--- config.mk ---
export PLATFORM = sky130hd
export DESIGN_NAME = clock_speed_ctrl
export DESIGN_NICKNAME = d
export VERILOG_FILES = /design/src/rtl/clock_speed_ctrl.sv
export SDC_FILE = /design/constraint.sdc
export NUM_CORES = 1
export LEC_CHECK = 0
export ABC_CLOCK_PERIOD_IN_PS = 2300
export CAP_MARGIN = 20
export CORE_MARGIN = 3
export CORE_UTILIZATION = 62
export CTS_CLUSTER_SIZE = 12
export DETAILED_ROUTE_END_ITERATION = 12
export MAX_ROUTING_LAYER = met4
export PLACE_DENSITY = 0.79
export SLEW_MARGIN = 20
export SYNTH_ARGS = -nofsm -noshare
export SYNTH_HDL_FRONTEND = slang
export SYNTH_SLANG_ARGS = --single-unit
--- constraint.sdc ---
create_clock -name pll0_100MHz -period 2.3 [get_ports pll0_100MHz]
set_clock_uncertainty 0.1 [all_clocks]
set_input_delay 0.46 -clock pll0_100MHz [delete_from_list [all_inputs] [get_ports pll0_100MHz]]
set_output_delay 0.46 -clock pll0_100MHz [all_outputs]
set_load 0.005 [all_outputs]
--- src/rtl/clock_speed_ctrl.sv ---
// Divides the PLL clock into four logic clocks, debounces the speed switches and
// hands cpuclk between clocks without runt pulses (hold low, then align to new clock low).
module clock_speed_ctrl #(
  parameter int unsigned HALF_2M  = 25,
  parameter int unsigned HALF_1M  = 50,
  parameter int unsigned HALF_31K = 1600,
  parameter int unsigned HALF_250 = 200000,
  parameter int unsigned DEBOUNCE = 1000000,
  parameter int unsigned GAP      = 8
) (
  input  logic       pll0_100MHz,
  input  logic       reset,
  input  logic [1:0] sw,
  output logic       cpuclk,
  output logic [1:0] active_sel,
  output logic       switching
);

  localparam int unsigned HALF_A   = (HALF_2M > HALF_1M) ? HALF_2M : HALF_1M;
  localparam int unsigned HALF_B   = (HALF_31K > HALF_250) ? HALF_31K : HALF_250;
  localparam int unsigned HALF_MAX = (HALF_A > HALF_B) ? HALF_A : HALF_B;
  localparam int unsigned DIV_W    = (HALF_MAX > 1) ? $clog2(HALF_MAX) : 1;
  localparam int unsigned DB_W     = (DEBOUNCE > 1) ? $clog2(DEBOUNCE) : 1;
  localparam int unsigned GAP_W    = (GAP > 1) ? $clog2(GAP) : 1;
  // Indexed by switch code: 00=250Hz, 01=1MHz, 10=31.25kHz, 11=2MHz
  localparam int unsigned HALF_TBL [4] = '{HALF_250, HALF_1M, HALF_31K, HALF_2M};

  typedef enum logic [1:0] {ST_RUN, ST_WAIT_LOW, ST_GAP, ST_ALIGN} state_e;

  logic [DIV_W-1:0] div_cnt_q [4];
  logic [DIV_W-1:0] div_cnt_d [4];
  logic [3:0]       gclk_q, gclk_d;
  logic [1:0]       sync1_q, sync1_d, sw_s_q, sw_s_d;
  logic [1:0]       cand_q, cand_d, stable_q, stable_d;
  logic [DB_W-1:0]  db_cnt_q, db_cnt_d;
  state_e           state_q, state_d;
  logic [1:0]       tgt_q, tgt_d, active_sel_q, active_sel_d;
  logic [GAP_W-1:0] gap_cnt_q, gap_cnt_d;
  logic             cpuclk_q, cpuclk_d, switching_q, switching_d;

  // Free-running dividers; they keep counting through speed changes
  always_comb begin
    for (int i = 0; i < 4; i++) begin
      div_cnt_d[i] = div_cnt_q[i] + DIV_W'(1);
      gclk_d[i]    = gclk_q[i];
      if (div_cnt_q[i] == DIV_W'(HALF_TBL[i] - 1)) begin
        div_cnt_d[i] = '0;
        gclk_d[i]    = ~gclk_q[i];
      end
    end
  end

  // Two-flop synchronizer followed by a restart-on-change debounce counter
  always_comb begin
    sync1_d  = sw;
    sw_s_d   = sync1_q;
    cand_d   = cand_q;
    stable_d = stable_q;
    db_cnt_d = db_cnt_q;
    if (sw_s_q != cand_q) begin
      cand_d   = sw_s_q;
      db_cnt_d = '0;
    end else if (db_cnt_q == DB_W'(DEBOUNCE - 1)) begin
      stable_d = cand_q;
    end else begin
      db_cnt_d = db_cnt_q + DB_W'(1);
    end
  end

  always_ff @(posedge pll0_100MHz) begin
    if (reset) state_q <= ST_RUN;
    else       state_q <= state_d;
  end

  always_comb begin
    state_d = state_q;
    case (state_q)
      ST_RUN:      if (stable_q != active_sel_q)     state_d = ST_WAIT_LOW;
      ST_WAIT_LOW: if (!gclk_q[active_sel_q])        state_d = ST_GAP;
      ST_GAP:      if (gap_cnt_q == GAP_W'(GAP - 1)) state_d = ST_ALIGN;
      ST_ALIGN:    if (!gclk_q[tgt_q])               state_d = ST_RUN;
      default:                                       state_d = ST_RUN;
    endcase
  end

  // cpuclk tracks the active clock only in RUN/WAIT_LOW; it is forced low otherwise
  always_comb begin
    cpuclk_d     = 1'b0;
    active_sel_d = active_sel_q;
    tgt_d        = tgt_q;
    gap_cnt_d    = gap_cnt_q;
    switching_d  = (state_d != ST_RUN);
    case (state_q)
      ST_RUN: begin
        cpuclk_d = gclk_q[active_sel_q];
        if (stable_q != active_sel_q) tgt_d = stable_q;
      end
      ST_WAIT_LOW: begin
        cpuclk_d  = gclk_q[active_sel_q];
        gap_cnt_d = '0;
      end
      ST_GAP:   gap_cnt_d = gap_cnt_q + GAP_W'(1);
      ST_ALIGN: if (!gclk_q[tgt_q]) active_sel_d = tgt_q;
      default:  cpuclk_d = 1'b0;
    endcase
  end

  always_ff @(posedge pll0_100MHz) begin
    if (reset) begin
      for (int i = 0; i < 4; i++) div_cnt_q[i] <= '0;
      gclk_q       <= '0;
      sync1_q      <= '0;
      sw_s_q       <= '0;
      cand_q       <= '0;
      stable_q     <= '0;
      db_cnt_q     <= '0;
      tgt_q        <= '0;
      active_sel_q <= '0;
      gap_cnt_q    <= '0;
      cpuclk_q     <= 1'b0;
      switching_q  <= 1'b0;
    end else begin
      for (int i = 0; i < 4; i++) div_cnt_q[i] <= div_cnt_d[i];
      gclk_q       <= gclk_d;
      sync1_q      <= sync1_d;
      sw_s_q       <= sw_s_d;
      cand_q       <= cand_d;
      stable_q     <= stable_d;
      db_cnt_q     <= db_cnt_d;
      tgt_q        <= tgt_d;
      active_sel_q <= active_sel_d;
      gap_cnt_q    <= gap_cnt_d;
      cpuclk_q     <= cpuclk_d;
      switching_q  <= switching_d;
    end
  end

  assign cpuclk     = cpuclk_q;
  assign active_sel = active_sel_q;
  assign switching  = switching_q;

endmodule
==> results of run 1 <==
[worst reg2reg max path, cell delays in order (launching register included)]
cell	delay, ns
dfxtp_1	0.40
inv_1	0.11
ha_1	0.23
or2_2	0.32
a21o_1	0.17
a2111oi_0	0.48
o22ai_1	0.18
[state kept, by name, indices dropped and copies added (netlist names), 3 cells and up]
name and flops:
gclk_q 4, gap_cnt_q 3, div_cnt_q 72, db_cnt_q 20
[kinds of logic after synthesis]
logic type                 count (synthesis)  synth area share [%]
muxes                                     11                  2.34
xor gates and xnor gates                  60                  10.0
AOI/OAI and AO/OA                         86                  9.18
buffers and inverters                     32                  2.41
and+or+nand+nor                          280                  28.9
DFF                                      115                  44.0
adders and majority gates                 13                  3.11
[per-layer routing]
layer	track usage [%]	vias to the layer above	share of wire, %
met4	9.16	0	1.8
met5	-	-	0
met2	42.5	85	50
li1	-	2184	-
met1	27.9	2115	44
met3	5.93	25	3.3
[synthesized netlist by cell type, types with 2 or more instances]
master	instances	share of area [%]
or4_1	4	0.57
o21ai_0	29	2.8
a21oi_1	36	3.4
buf_2	5	0.48
nand4_1	34	4.1
nor2b_1	7	0.84
nand4b_1	3	0.50
nor2_1	71	5.1
nand3b_1	3	0.43
o22ai_1	2	0.24
and3_1	9	1.1
o31ai_1	5	0.72
clkbuf_1	15	1.1
and4_1	11	1.8
o21ai_1	4	0.38
nand2_1	32	2.3
ha_1	13	3.1
nor4_1	14	1.7
xnor2_1	19	3.2
or3_1	22	2.6
a31o_2	2	0.33
nand2b_1	7	0.84
and2_1	10	1.2
xor2_1	41	6.9
nand3_1	35	3.3
nor3_1	8	0.76
or2_2	2	0.24
and3b_1	2	0.33
a2111oi_0	2	0.33
a21boi_0	2	0.29
inv_1	11	0.79
dfxtp_1	115	44
mux2i_1	10	1.9
[area by class of cell]
type                    instances  area, µm²  share of cell area, %
repair buffers                 17        145                   2.40
clock buffers                  19        442                   7.30
flip-flops and latches        115       2300                   38.1
inverters                      12       45.0                  0.745
multi-input cells             450       2810                   46.4
well taps                     102        128                   2.11
clock inverters                12        181                   3.00
[worst paths after layout]
path                to  cells after the start
max          switching                      6
max reg2reg  switching                      6
min reg2reg  sw_s_q[1]                      1
min          sw_s_q[1]                      1
[power breakdown]
part / switching (W) / internal, W
clock: 0.000915 / 0.00181
combinational: 0.0000780 / 0.0000500
sequential: 0.0000320 / 0.00202
total: 0.00102 / 0.00388
[per-stage QoR]
step                      power, W  cell area, µm²  hold slack [ns]
after global routing       0.00506            6050            0.361
after floorplan            0.00217            5240            0.314
after CTS                  0.00494            6050            0.348
after detailed placement   0.00222            5430            0.328
final                      0.00490            6050            0.341
after global placement     0.00221            5430            0.330
==> qor.csv, run 1 <==
metric,value,unit
grt_overflow,0,
hp-start,sw_s_d[1],
slew_violations,0,
drc_errors,0,
path_class,reg -> reg,
layout.nets,630,
relSlewSlack,55.9,%
pre_cts_ws,0.249,ns
endpoint_kind,flip-flop,
utilization,75.9,%
cp.arrival,2.39,ns
num_antenna_cells,0,
wl_per_cell,15.0,µm
final_common_cell,dfxtp_1,
grt_pass1_vias,4254,
gr-usage-all-layers,24.7,%
drive_gt1_share,7.84,%
outcome,"complete, no violations",
syn_area_per_cell,8.77,µm²
p_leak,2.13,nW
power_density,811,nW/µm²
max_cap_viol_count,0,
worst_slack,0.173,ns
ys.warnings.count,0,
crit_path_top_delay_cell,a2111oi_0,
antenna_found_initial,0,
fp.dieArea,9580,µm²
h-tree-depth,4,
synthArstFlopShare,0,%
worstPathMaxFanout,5,
r2r-start,state_q[1],
cp_cell_sequence,inv_1 > ha_1 > or2_2 > a21o_1 > a2111oi_0 > o22ai_1,
die_height,97.9,µm
cts_resized,0,
synth_cell_type_count,45,
fin_crit,2.13,ns
syn_to_final_growth,15.6,%
max_freq,470,MHz
holdBufCountCts,0,
seq_area_frac_synth,44.0,%
worst_slew_pin_slew,0.644,ns
drt-pass1-iter-count,6,
hold_violations,0,
ir_drop,551,µV
rsz0062_at_grt,false,
grt_max_degree,22,
synth_fp_nets,614,
cts.sinks,115,
ys_seq_elements,115,
port_buffers,7,
clockBufferDepth,2,
max_stage_delay,0.48,ns
root_buffer,clkbuf_8,
hp-class,reg -> reg,
dp_cells,696,
cp-start-kind,flip-flop,
ios,8,
rows,32,
finalSetupTns,0,ns
synth_edf_count,0,
post-cts-setup-buffers,0,
clkTransAtPathRegs,0.06,ns
core_area,7970,µm²
rrSetupSlack,0.17,ns
final_cell_mix,"dfxtp_1, nor2_1, xor2_1, a21oi_1, nand3_1",
initial_core_util,65.7,%
required,2.57,ns
viasPerCell,6.06,
gp_congestion,0.827,
synth_ff_type,dfxtp_1,
final_cells,727,
wl,10900,µm
synthesis.area,5240,µm²
cts_inserted_buffers,17,
syn_inst,597,
vias,4409,
fp.dieW,97.9,µm
setup_violations,0,
setup.worst_path.start,state_q[1],
clock_latency,0.52,ns
fill_cells,552,
grt_pass1_wl,19200,µm
cts_tree,done,
dp_hpwl,6930,µm
period_share,92.5,%
cpLargestDelayFamily,compound AO/OA/AOI/OAI gates,
ant_nets,0,
drtIter0Drc,161,
crit_buf_inv,1,
Note: power is estimated with default switching activity, not from simulation.
==> inputs of run 2 (changes only) <==
--- a/config.mk
+++ b/config.mk
@@ -8,11 +8,11 @@
 export ABC_CLOCK_PERIOD_IN_PS = 2300
 export CAP_MARGIN = 20
 export CORE_MARGIN = 3
-export CORE_UTILIZATION = 62
+export CORE_UTILIZATION = 60
 export CTS_CLUSTER_SIZE = 12
 export DETAILED_ROUTE_END_ITERATION = 12
 export MAX_ROUTING_LAYER = met4
-export PLACE_DENSITY = 0.79
+export PLACE_DENSITY = 0.77
 export SLEW_MARGIN = 20
 export SYNTH_ARGS = -nofsm -noshare
 export SYNTH_HDL_FRONTEND = slang
==> constraint.sdc (replaced) <==
create_clock -name pll0_100MHz -period 2.3 [get_ports pll0_100MHz]
set_clock_uncertainty 0.1 [all_clocks]
set_input_delay 0.23 -clock pll0_100MHz [delete_from_list [all_inputs] [get_ports pll0_100MHz]]
set_output_delay 0.23 -clock pll0_100MHz [all_outputs]
set_load 0.005 [all_outputs]
==> qor.csv, run 2 (synthesized netlist as in run 1, its figures left out) <==
metric,value,unit,change
drc_errors,0,,unchanged
max_freq,478,MHz,+1.7%
grt_max_degree,19,,-14%
slew_violations,0,,unchanged
rsz0062_at_grt,false,,
worstPathMaxFanout,5,,unchanged
drive_gt1_share,7.40,%,-0.44 points
finalPower,0.00476,W,-3.0%
ios,8,,unchanged
min_delay_path_depth,2,,+1
holdBufCountCts,0,,unchanged
fp.dieArea,9880,µm²,+3.1%
fp.dieW,99.4,µm,+1.5%
hp-start,sw[0],,
setup_violations,0,,unchanged
wl,10400,µm,-4.7%
p_sw,0.00102,W,-0.25%
power_density,793,nW/µm²,-2.2%
hp-class,in -> reg,,
p_leak,2.11,nW,-1.3%
ir_drop,626,µV,+14%
hold_violations,0,,unchanged
endpoint_kind,flip-flop,,
cp-start-kind,flip-flop,,
core_area,8340,µm²,+4.7%
syn_to_final_growth,14.6,%,
die_height,99.4,µm,+1.5%
final_common_cell,dfxtp_1,,
grt_pass1_vias,4268,,+0.33%
cts_tree,done,,
outcome,"complete, no violations",,
grt_pass1_wl,18600,µm,-2.8%
initial_core_util,62.8,%,-2.9 points
utilization,71.9,%,-4.0 points
h-tree-depth,4,,unchanged
port_buffers,7,,unchanged
clock_latency,0.52,ns,about the same
gr-usage-all-layers,23.6,%,-1.1 points
root_buffer,clkbuf_8,,
p_int,0.00373,W,-3.8%
drt-pass1-iter-count,5,,-1
post-cts-setup-buffers,0,,unchanged
switching_share,21.5,%,+0.60 points
pwr-share-clk,54.3,%,-1.3 points
rows,33,,+3.1%
cts_resized,0,,unchanged
viasPerCell,5.90,,-2.8%
ant_nets,0,,unchanged
clkTransAtPathRegs,0.06,ns,about the same
max_cap_viol_count,0,,unchanged
drtIter0Drc,141,,-12%
reg_top3,"div_cnt_q (72), db_cnt_q (20), gclk_q (4)",,
fin_crit,2.09,ns,-0.0347 ns
holdPathEnd,sw_s_d[0],,
whs,0.165,ns,-0.176 ns
antenna_found_initial,0,,unchanged
r2r-start,state_q[1],,
path_class,reg -> reg,,
gp_congestion,0.852,,+3.1%
dp_hpwl,6830,µm,-1.3%
period_share,90.9,%,-1.5 points
required,2.57,ns,about the same
clockBufferDepth,2,,unchanged
reg2reg_to,switching,,
cp.arrival,2.36,ns,-0.03 ns
regMostFlops,div_cnt_q,,
rrSetupSlack,0.21,ns,+0.03 ns
wl_per_cell,14.3,µm,-4.7%
num_antenna_cells,0,,unchanged
relSlewSlack,62.1,%,+6.1 points
p_seq_share,43.1,%,+1.3 points
vias,4287,,-2.8%
cts.sinks,115,,unchanged
r2r_cells,6,,unchanged
p_comb_share,2.6,%,about the same
layout.nets,627,,-0.48%
worst_slew_pin_slew,0.555,ns,-0.0896 ns
largest_reg_flops,72,,unchanged
final_cell_mix,"dfxtp_1, nor2_1, xor2_1, a21oi_1, nand3_1",,
grt_overflow,0,,unchanged
cts_inserted_buffers,17,,unchanged
finalSetupTns,0,ns,unchanged
## run 2: changes by cell type in the layout (fill, tap and decap cells not counted), sizes merged
| cell | change |
|---|---|
| bufinv | -1 |
| buf | -3 |
| clkbuf | -1 |
| clkinv | +2 |
## run 2: final cells by class
cell class / instances / area, µm²
repair buffers: 14 / 123
inverters: 12 / 45.0
fillers: 636 / 2340
well taps: 105 / 131
clock inverters: 13 / 161
multi-input cells: 450 / 2810
flip-flops and latches: 115 / 2300
clock buffers: 18 / 428
## run 2: how the worst max path moves through the flow
stage / from / cells after the start / slack [ns] / to
after detailed placement: state_q[1] / 6 / 0.17 / switching
after CTS: state_q[1] / 6 / 0.14 / switching
after global routing: state_q[1] / 6 / 0.08 / switching
after floorplan: state_q[1] / 6 / 0.45 / switching
final: state_q[1] / 6 / 0.21 / switching
after global placement: state_q[1] / 6 / 0.28 / switching
## run 2: metrics by stage
stage / area (µm²) / std cells / setup slack, ns
4_1_cts: 6000 / 727 / 0.144
3_3_place_gp: 5410 / 696 / 0.279
5_1_grt: 6000 / 727 / 0.0783
6_report: 6000 / 727 / 0.208
2_1_floorplan: 5240 / 597 / 0.451
3_5_place_dp: 5410 / 696 / 0.171
## run 2: critical path, cell delays in order (launching register included)
cell	delay (ns)
dfxtp_1	0.43
inv_1	0.11
ha_1	0.24
or2_2	0.30
a21o_1	0.19
a2111oi_1	0.40
o22ai_1	0.18
## run 2: metal layers
layer / wire length [µm] / GRT usage [%]
met1: 4710 / 27.9
met2: 5120 / 38.6
met3: 409 / 6.45
met4: 148 / 8.61
met5: 0 / -
## run 2: power groups by stage
| stage | sequential (W) | clock [W] | combinational (W) |
|---|---|---|---|
| after detailed placement | 0.00209 | 0 | 0.000123 |
| after floorplan | 0.00208 | 0 | 0.0000887 |
| after CTS | 0.00205 | 0.00262 | 0.000124 |
| after global routing | 0.00205 | 0.00272 | 0.000140 |
| final | 0.00205 | 0.00258 | 0.000123 |
| after global placement | 0.00209 | 0 | 0.000117 |
